### src/rtl/nave_pkg.sv
// Shared types, key indices and saturating move helpers for the player-ship controller.
package nave_pkg;

   localparam int COORD_W   = 10;
   localparam int KEY_DIR   = 0;
   localparam int KEY_ESQ   = 1;
   localparam int KEY_LANCA = 2;

   typedef enum logic [1:0] {
      AGUARDA = 2'd0,
      ATIVO   = 2'd1,
      FIM     = 2'd2
   } estado_e;

   typedef enum logic [1:0] {
      DIR_NENHUMA  = 2'd0,
      DIR_DIREITA  = 2'd1,
      DIR_ESQUERDA = 2'd2
   } dir_e;

   // Right move clamped at lim; the sum is one bit wider so it can never wrap.
   function automatic logic [COORD_W-1:0] mover_dir(input logic [COORD_W-1:0] x,
                                                    input logic [3:0]         spd,
                                                    input logic [COORD_W:0]   lim);
      logic [COORD_W:0] soma;
      soma = {1'b0, x} + {{(COORD_W-3){1'b0}}, spd};
      if (soma > lim) begin
         mover_dir = lim[COORD_W-1:0];
      end else begin
         mover_dir = soma[COORD_W-1:0];
      end
   endfunction

   function automatic logic [COORD_W-1:0] mover_esq(input logic [COORD_W-1:0] x,
                                                    input logic [3:0]         spd);
      logic [COORD_W:0] xw;
      logic [COORD_W:0] sw;
      xw = {1'b0, x};
      sw = {{(COORD_W-3){1'b0}}, spd};
      if (xw < sw) begin
         mover_esq = {COORD_W{1'b0}};
      end else begin
         xw        = xw - sw;
         mover_esq = xw[COORD_W-1:0];
      end
   endfunction

endpackage

### src/rtl/nave_tick.sv
// Movement step-rate divider: counts 0..STEP_DIV-1 while enabled and flags the wrap cycle.
module nave_tick #(
   parameter int STEP_DIV = 250000
) (
   input  logic clk,
   input  logic rst_n,
   input  logic srst,
   input  logic en,
   output logic step
);

   localparam int               CNT_W   = (STEP_DIV > 1) ? $clog2(STEP_DIV) : 1;
   localparam int               CNT_TOP = STEP_DIV - 1;
   localparam logic [CNT_W-1:0] CNT_MAX = CNT_TOP[CNT_W-1:0];

   logic [CNT_W-1:0] cnt_r;

   // Free-running divider, frozen while disabled.
   always_ff @(posedge clk or negedge rst_n) begin
      if (!rst_n) begin
         cnt_r <= {CNT_W{1'b0}};
      end else if (srst) begin
         cnt_r <= {CNT_W{1'b0}};
      end else if (en) begin
         if (cnt_r == CNT_MAX) begin
            cnt_r <= {CNT_W{1'b0}};
         end else begin
            cnt_r <= cnt_r + 1'b1;
         end
      end else begin
         cnt_r <= cnt_r;
      end
   end

   assign step = en && (cnt_r == CNT_MAX);

endmodule

### src/rtl/nave_ctrl.sv
// Player-ship controller: stepped, clamped movement with a hold-to-accelerate ramp,
// and the ball-launch / lives state machine.
module nave_ctrl
   import nave_pkg::*;
#(
   parameter int SCREEN_W    = 640,
   parameter int SHIP_W      = 30,
   parameter int SHIP_H      = 30,
   parameter int X_INIT      = 350,
   parameter int Y_INIT      = 420,
   parameter int STEP_DIV    = 250000,
   parameter int ACCEL_STEPS = 8,
   parameter int SPEED_MAX   = 4,
   parameter int VIDAS_INIT  = 3
) (
   input  logic               CLOCK_50,
   input  logic               reset,
   input  logic [3:0]         keysout,
   input  logic               pausa,
   input  logic               reiniciarJogo,
   input  logic               bateu,
   output logic               iniciarBola,
   output logic [COORD_W-1:0] largura_nave,
   output logic [COORD_W-1:0] altura_nave,
   output logic [COORD_W-1:0] x_nave,
   output logic [COORD_W-1:0] y_nave,
   output logic [3:0]         vidas,
   output logic               fim_jogo
);

   localparam int                 X_LIM_I = SCREEN_W - SHIP_W;
   localparam logic [COORD_W:0]   X_LIM   = X_LIM_I[COORD_W:0];
   localparam logic [COORD_W-1:0] X_RST   = X_INIT[COORD_W-1:0];
   localparam logic [COORD_W-1:0] Y_RST   = Y_INIT[COORD_W-1:0];
   localparam logic [COORD_W-1:0] LARG    = SHIP_W[COORD_W-1:0];
   localparam logic [COORD_W-1:0] ALT     = SHIP_H[COORD_W-1:0];
   localparam logic [3:0]         VEL_MAX = SPEED_MAX[3:0];
   localparam logic [3:0]         VIDAS_V = VIDAS_INIT[3:0];
   localparam int                 CONT_W  = (ACCEL_STEPS > 1) ? $clog2(ACCEL_STEPS + 1) : 1;
   localparam int                 CONT_T  = ACCEL_STEPS - 1;
   localparam logic [CONT_W-1:0]  CONT_FIM = CONT_T[CONT_W-1:0];

   estado_e            estado_r, estado_s;
   logic               inicia_r, inicia_s;
   logic               fim_r, fim_s;
   logic [3:0]         vidas_r, vidas_s;
   logic               lanca_ant_r;
   logic               lanca_borda_s;
   logic               tick_en_s;
   logic               passo_s;
   logic               mover_ok_s;
   logic [COORD_W-1:0] x_r, x_s;
   logic [3:0]         vel_r, vel_s, vel_mov_s;
   logic [CONT_W-1:0]  cont_r, cont_s;
   dir_e               dir_ant_r, dir_s, dir_cmd_s;
   logic               reservado_unused_s;

   assign reservado_unused_s = keysout[3];
   assign tick_en_s          = ~pausa;
   assign lanca_borda_s      = keysout[KEY_LANCA] & ~lanca_ant_r;
   assign mover_ok_s         = passo_s && (estado_r != FIM);

   nave_tick #(
      .STEP_DIV (STEP_DIV)
   ) u_tick (
      .clk   (CLOCK_50),
      .rst_n (reset),
      .srst  (reiniciarJogo),
      .en    (tick_en_s),
      .step  (passo_s)
   );

   // Launch-key history keeps sampling during pause so a held key never looks like a new press.
   always_ff @(posedge CLOCK_50 or negedge reset) begin
      if (!reset) begin
         lanca_ant_r <= 1'b0;
      end else if (reiniciarJogo) begin
         lanca_ant_r <= 1'b0;
      end else begin
         lanca_ant_r <= keysout[KEY_LANCA];
      end
   end

   // State register; the flag outputs are registered from the next state so they move with it.
   always_ff @(posedge CLOCK_50 or negedge reset) begin
      if (!reset) begin
         estado_r <= AGUARDA;
         vidas_r  <= VIDAS_V;
         inicia_r <= 1'b0;
         fim_r    <= 1'b0;
      end else if (reiniciarJogo) begin
         estado_r <= AGUARDA;
         vidas_r  <= VIDAS_V;
         inicia_r <= 1'b0;
         fim_r    <= 1'b0;
      end else begin
         estado_r <= estado_s;
         vidas_r  <= vidas_s;
         inicia_r <= inicia_s;
         fim_r    <= fim_s;
      end
   end

   // Next state: a launch edge in AGUARDA wins over a simultaneous bateu.
   always_comb begin
      estado_s = estado_r;
      vidas_s  = vidas_r;
      if (pausa) begin
         estado_s = estado_r;
         vidas_s  = vidas_r;
      end else begin
         case (estado_r)
            AGUARDA: begin
               if (lanca_borda_s) begin
                  estado_s = ATIVO;
               end else begin
                  estado_s = AGUARDA;
               end
            end
            ATIVO: begin
               if (bateu) begin
                  if (vidas_r == 4'd1) begin
                     estado_s = FIM;
                     vidas_s  = 4'd0;
                  end else begin
                     estado_s = AGUARDA;
                     vidas_s  = vidas_r - 4'd1;
                  end
               end else begin
                  estado_s = ATIVO;
               end
            end
            FIM:     estado_s = FIM;
            default: estado_s = AGUARDA;
         endcase
      end
   end

   // Output decode of the next state.
   always_comb begin
      inicia_s = 1'b0;
      fim_s    = 1'b0;
      case (estado_s)
         AGUARDA: begin
            inicia_s = 1'b0;
            fim_s    = 1'b0;
         end
         ATIVO:   inicia_s = 1'b1;
         FIM:     fim_s    = 1'b1;
         default: begin
            inicia_s = 1'b0;
            fim_s    = 1'b0;
         end
      endcase
   end

   always_comb begin
      case ({keysout[KEY_ESQ], keysout[KEY_DIR]})
         2'b01:   dir_cmd_s = DIR_DIREITA;
         2'b10:   dir_cmd_s = DIR_ESQUERDA;
         default: dir_cmd_s = DIR_NENHUMA;
      endcase
   end

   // Movement and speed ramp. A step moves by the speed held so far; an increment applies from the next step.
   always_comb begin
      x_s       = x_r;
      vel_s     = vel_r;
      cont_s    = cont_r;
      dir_s     = dir_ant_r;
      vel_mov_s = 4'd1;
      if (mover_ok_s) begin
         if (dir_cmd_s == DIR_NENHUMA) begin
            vel_s  = 4'd1;
            cont_s = {CONT_W{1'b0}};
            dir_s  = DIR_NENHUMA;
         end else begin
            if (dir_cmd_s == dir_ant_r) begin
               vel_mov_s = vel_r;
               if (cont_r == CONT_FIM) begin
                  vel_s  = (vel_r < VEL_MAX) ? (vel_r + 4'd1) : VEL_MAX;
                  cont_s = {CONT_W{1'b0}};
               end else begin
                  cont_s = cont_r + 1'b1;
               end
            end else begin
               vel_mov_s = 4'd1;
               vel_s     = 4'd1;
               cont_s    = {CONT_W{1'b0}};
            end
            dir_s = dir_cmd_s;
            if (dir_cmd_s == DIR_DIREITA) begin
               x_s = mover_dir(x_r, vel_mov_s, X_LIM);
            end else begin
               x_s = mover_esq(x_r, vel_mov_s);
            end
         end
      end else begin
         x_s   = x_r;
         vel_s = vel_r;
      end
   end

   always_ff @(posedge CLOCK_50 or negedge reset) begin
      if (!reset) begin
         x_r       <= X_RST;
         vel_r     <= 4'd1;
         cont_r    <= {CONT_W{1'b0}};
         dir_ant_r <= DIR_NENHUMA;
      end else if (reiniciarJogo) begin
         x_r       <= X_RST;
         vel_r     <= 4'd1;
         cont_r    <= {CONT_W{1'b0}};
         dir_ant_r <= DIR_NENHUMA;
      end else begin
         x_r       <= x_s;
         vel_r     <= vel_s;
         cont_r    <= cont_s;
         dir_ant_r <= dir_s;
      end
   end

   assign iniciarBola  = inicia_r;
   assign fim_jogo     = fim_r;
   assign vidas        = vidas_r;
   assign x_nave       = x_r;
   assign y_nave       = Y_RST;
   assign largura_nave = LARG;
   assign altura_nave  = ALT;

endmodule

### config.mk
export PLATFORM = sky130hd
export DESIGN_NAME = nave_ctrl
export DESIGN_NICKNAME = d
export VERILOG_FILES = /design/src/rtl/nave_pkg.sv /design/src/rtl/nave_tick.sv /design/src/rtl/nave_ctrl.sv
export SDC_FILE = /design/constraint.sdc
export NUM_CORES = 1
export LEC_CHECK = 0
export ABC_AREA = 1
export BUFFER_PORTS_ARGS = -buffer_cell sky130_fd_sc_hd__buf_2
export CORE_UTILIZATION = 45
export DETAILED_ROUTE_END_ITERATION = 6
export HOLD_SLACK_MARGIN = 0.03
export PLACE_DENSITY = 0.66
export RECOVER_POWER = 100
export SLEW_MARGIN = 20
export SYNTH_ARGS = -nofsm -noshare
export SYNTH_HDL_FRONTEND = slang
export SYNTH_HIERARCHICAL = 1
export SYNTH_SLANG_ARGS = --single-unit
### constraint.sdc
create_clock -name CLOCK_50 -period 5.57 [get_ports CLOCK_50]
set_input_delay 0.557 -clock CLOCK_50 [delete_from_list [all_inputs] [get_ports CLOCK_50]]
set_output_delay 0.557 -clock CLOCK_50 [all_outputs]
set_load 0.05 [all_outputs]
==> results.toml <==
[yosys]
synthesis.area_sq_mm = 0.00360
synthXorXnorAreaFrac_pct = 4.83
synth-simple-area-share_pct = 31.4
synth_top_family_by_area = "simple AND/OR/NAND/NOR gates"
ys_warn_count = 6
avgSynthCellArea_sq_um = 7.25
synth_cell_type_count = 38
synth_compound_area_share_pct = 9.46
synthAdderAreaFrac_pct = 6.68
synthCells = 496
synth-seq-area-share_pct = 33.0
ys_ff_latch = 47
synth.area.mux_share_pct = 0

[floorplan]
core_area_sq_mm = 0.00773
die_h_um = 91.4
fp.dieW_um = 91.4
io_pins = 55
core.rowCount = 32
dieArea_sq_mm = 0.00835
start_util_pct = 46.6

[layout]
syn_to_final_growth_pct = 3.58
drive_above_1_share_pct = 8.48
fin_util_pct = 48.2
final_cell_mix = "97 x nand2_1, 74 x nor2_1, 58 x inv_1, 40 x nand3_1, 38 x dfrtp_1"
final_common_cell = "nand2_1"
num-nets-final = 545
antenna_cells = 0

[clocking]
cts_hold_buf = 0
path_clk_slew_ns = 0.10
root_buffer = "clkbuf_8"
cts_tree = "built"
clk_latency_ns = 0.30
cts_max_level = 2
clkSinkCount = 47
cts_resized = 0
postCtsSetupBuffers = 0
clockBufferDepth = 2
cts-buffers-inserted = 5

[timing]
setup_violations = 0
period_needed_ns = 3.40
period_share_pct = 61.0
finalSetupTns_ns = 0
skew_ns = 0.0113
hold_viol = 0
maxSlewViolCount = 48
max_freq_ghz = 0.294
slew_headroom_pct = -69.3
tightest_slew_ns = 2.54
rsz0062_at_grt = "no"

[critical_path]
critical_path.max_fanout = 9
worstPathArrival_ns = 3.64
critPathKind = "primary input to register"
crit_path_start_kind = "primary input"
critPathCaptureType = "register"
required_ns = 5.81

[global_routing]
antenna_found_initial = 0
grt_pass1_vias = 2897
grt_pass1_wl_mm = 13.3
grt.overflow.total = 0
grt_usage_pct = 19.5
grt_max_degree = 48

[outcome]
violations = "capacitance limit, slew limit"
outcome = "finished with violations"

[pwr]
pwr-share-seq_pct = 48.2
power.leakage_nw = 1.76
p_clk_share_pct = 34.4
swShare_pct = 32.0
combPwrFrac_pct = 17.4
p_int_w = 0.000516
switchingPower_w = 0.000242
power_density_mw_per_mm2 = 204
ir_drop_mv = 0.0859

[placement]
place_hpwl_mm = 5.49
gp_congestion = 0.837
io_buffers = 23

[worst_hold_path]
hp-class = "primary input to register"

[detailed_routing]
firstDrtPassIters = 4
vias = 3009
ant_nets = 0
first_iter_violations = 123
drc = 0
wl_per_cell_um = 11.8
routed_wl_mm = 7.35
avgViaCountPerCell = 4.85

[flow_run]
cap_violations = 1
## metrics by stage
step | setup slack, ns | instances | power (W) | area [sq um] | hold WS, ns
3_5_place_dp | 2.11 | 613 | 0.000507 | 3680 | 0.499
3_3_place_gp | 2.10 | 613 | 0.000505 | 3680 | 0.494
4_1_cts | 2.44 | 621 | 0.000770 | 3800 | 0.371
5_1_grt | 1.97 | 621 | 0.000797 | 3730 | 0.464
2_1_floorplan | 2.75 | 524 | 0.000495 | 3700 | 0.261
6_report | 2.17 | 621 | 0.000758 | 3730 | 0.467
## cells in the mapped netlist
cell type,n,area share [%]
o21bai_1,1,0.21
a21oi_2,3,0.73
nand3_1,40,5.6
o22ai_1,2,0.35
conb_1,2,0.21
xor2_1,13,3.2
nand2_1,93,9.7
nand3_2,3,0.83
inv_2,4,0.42
a21oi_4,1,0.45
o21ai_2,2,0.49
dfstp_2,9,6.6
ha_1,16,5.6
nor2_4,1,0.31
clkinv_1,4,0.42
nand4_1,6,1.0
o21ai_1,9,1.3
o31ai_1,1,0.21
o211ai_1,2,0.42
o21ai_0,19,2.6
inv_1,58,6.1
a211oi_1,1,0.21
nand2_2,8,1.4
nor3_1,11,1.5
or2_2,1,0.17
nand3b_1,3,0.63
nand2_4,4,1.3
fa_1,2,1.1
buf_6,1,0.31
nand3_4,1,0.49
xnor2_1,5,1.2
nor2_1,70,7.3
xor2_2,1,0.45
buf_2,5,0.70
buf_4,31,6.5
nor2_2,7,1.2
dfrtp_1,38,26
a21oi_1,18,2.5
## cell families (layout without fill, tap and decap cells)
logic type	after synthesis	count (layout)
compound gates	59	59
xor+xnor	19	19
other cells	2	30
buf+inv	103	98
fa+ha+maj	18	18
flops	47	47
simple gates	248	248
## registers in the layout (all words and copies together) (netlist names)
| register | flops |
|---|---|
| fim_jogo | 1 |
| x_nave | 10 |
| u_tick/cnt_r | 18 |
| cont_r | 4 |
| vel_r | 4 |
| lanca_ant_r | 1 |
| estado_r | 2 |
| vidas | 4 |
| iniciarBola | 1 |
| dir_ant_r | 2 |
## worst max-delay path, stage by stage
cell	delay [ns]
clkbuf_1	0.15
inv_1	0.06
ha_1	0.30
xnor2_1	0.21
nand2_1	0.13
nor2_1	0.18
inv_1	0.06
ha_1	0.37
a21oi_1	0.15
o21ai_1	0.13
nor2_2	0.20
nand2_1	0.12
o21ai_0	0.55
inv_2	0.12
a21oi_1	0.25
a21oi_2	0.09
## metal layers
metal,track usage (%),up-vias,routed length [um]
met5,0,-,0
met4,5.95,0,88
met3,2.93,9,324
met2,32.0,85,3440
met1,26.3,1359,3500
li1,-,1556,-
## power by group through the flow
stage               clock network, W  logic, W  registers [W]
finish                      0.000261  0.000132       0.000365
global route                0.000281  0.000148       0.000367
CTS                         0.000269  0.000136       0.000366
detailed placement                 0  0.000135       0.000372
global placement                   0  0.000133       0.000371
floorplan                          0  0.000118       0.000377
## path summary, 6_finish.rpt
check	start	to	slack (ns)	cells after the start
max	keysout[1]	x_nave[6]$_DFFE_PN1P_	2.17	16
min	keysout[2]	lanca_ant_r$_DFF_PN0_	0.47	3
max reg2reg	dir_ant_r[0]$_DFFE_PN0P_	x_nave[6]$_DFFE_PN1P_	2.62	13
min reg2reg	vel_r[3]$_DFFE_PN0P_	vel_r[3]$_DFFE_PN0P_	0.52	2
max in group asynchronous	reset	u_tick/cnt_r[4]$_DFFE_PN0P_	3.01	2
min in group asynchronous	reset	u_tick/cnt_r[13]$_DFFE_PN0P_	1.14	2
## final cells by class
type                            count  area [sq um]
Timing Repair Buffer               24          96.3
Clock buffer                        5          68.8
Tap cell                          102           128
Fill cell                         795          4000
Clock inverter                      3          46.3
Multi-Input combinational cell    374          1950
Inverter                           66           248
Sequential cell                    47          1190
No activity file was read; power rests on OpenSTA's default activity.
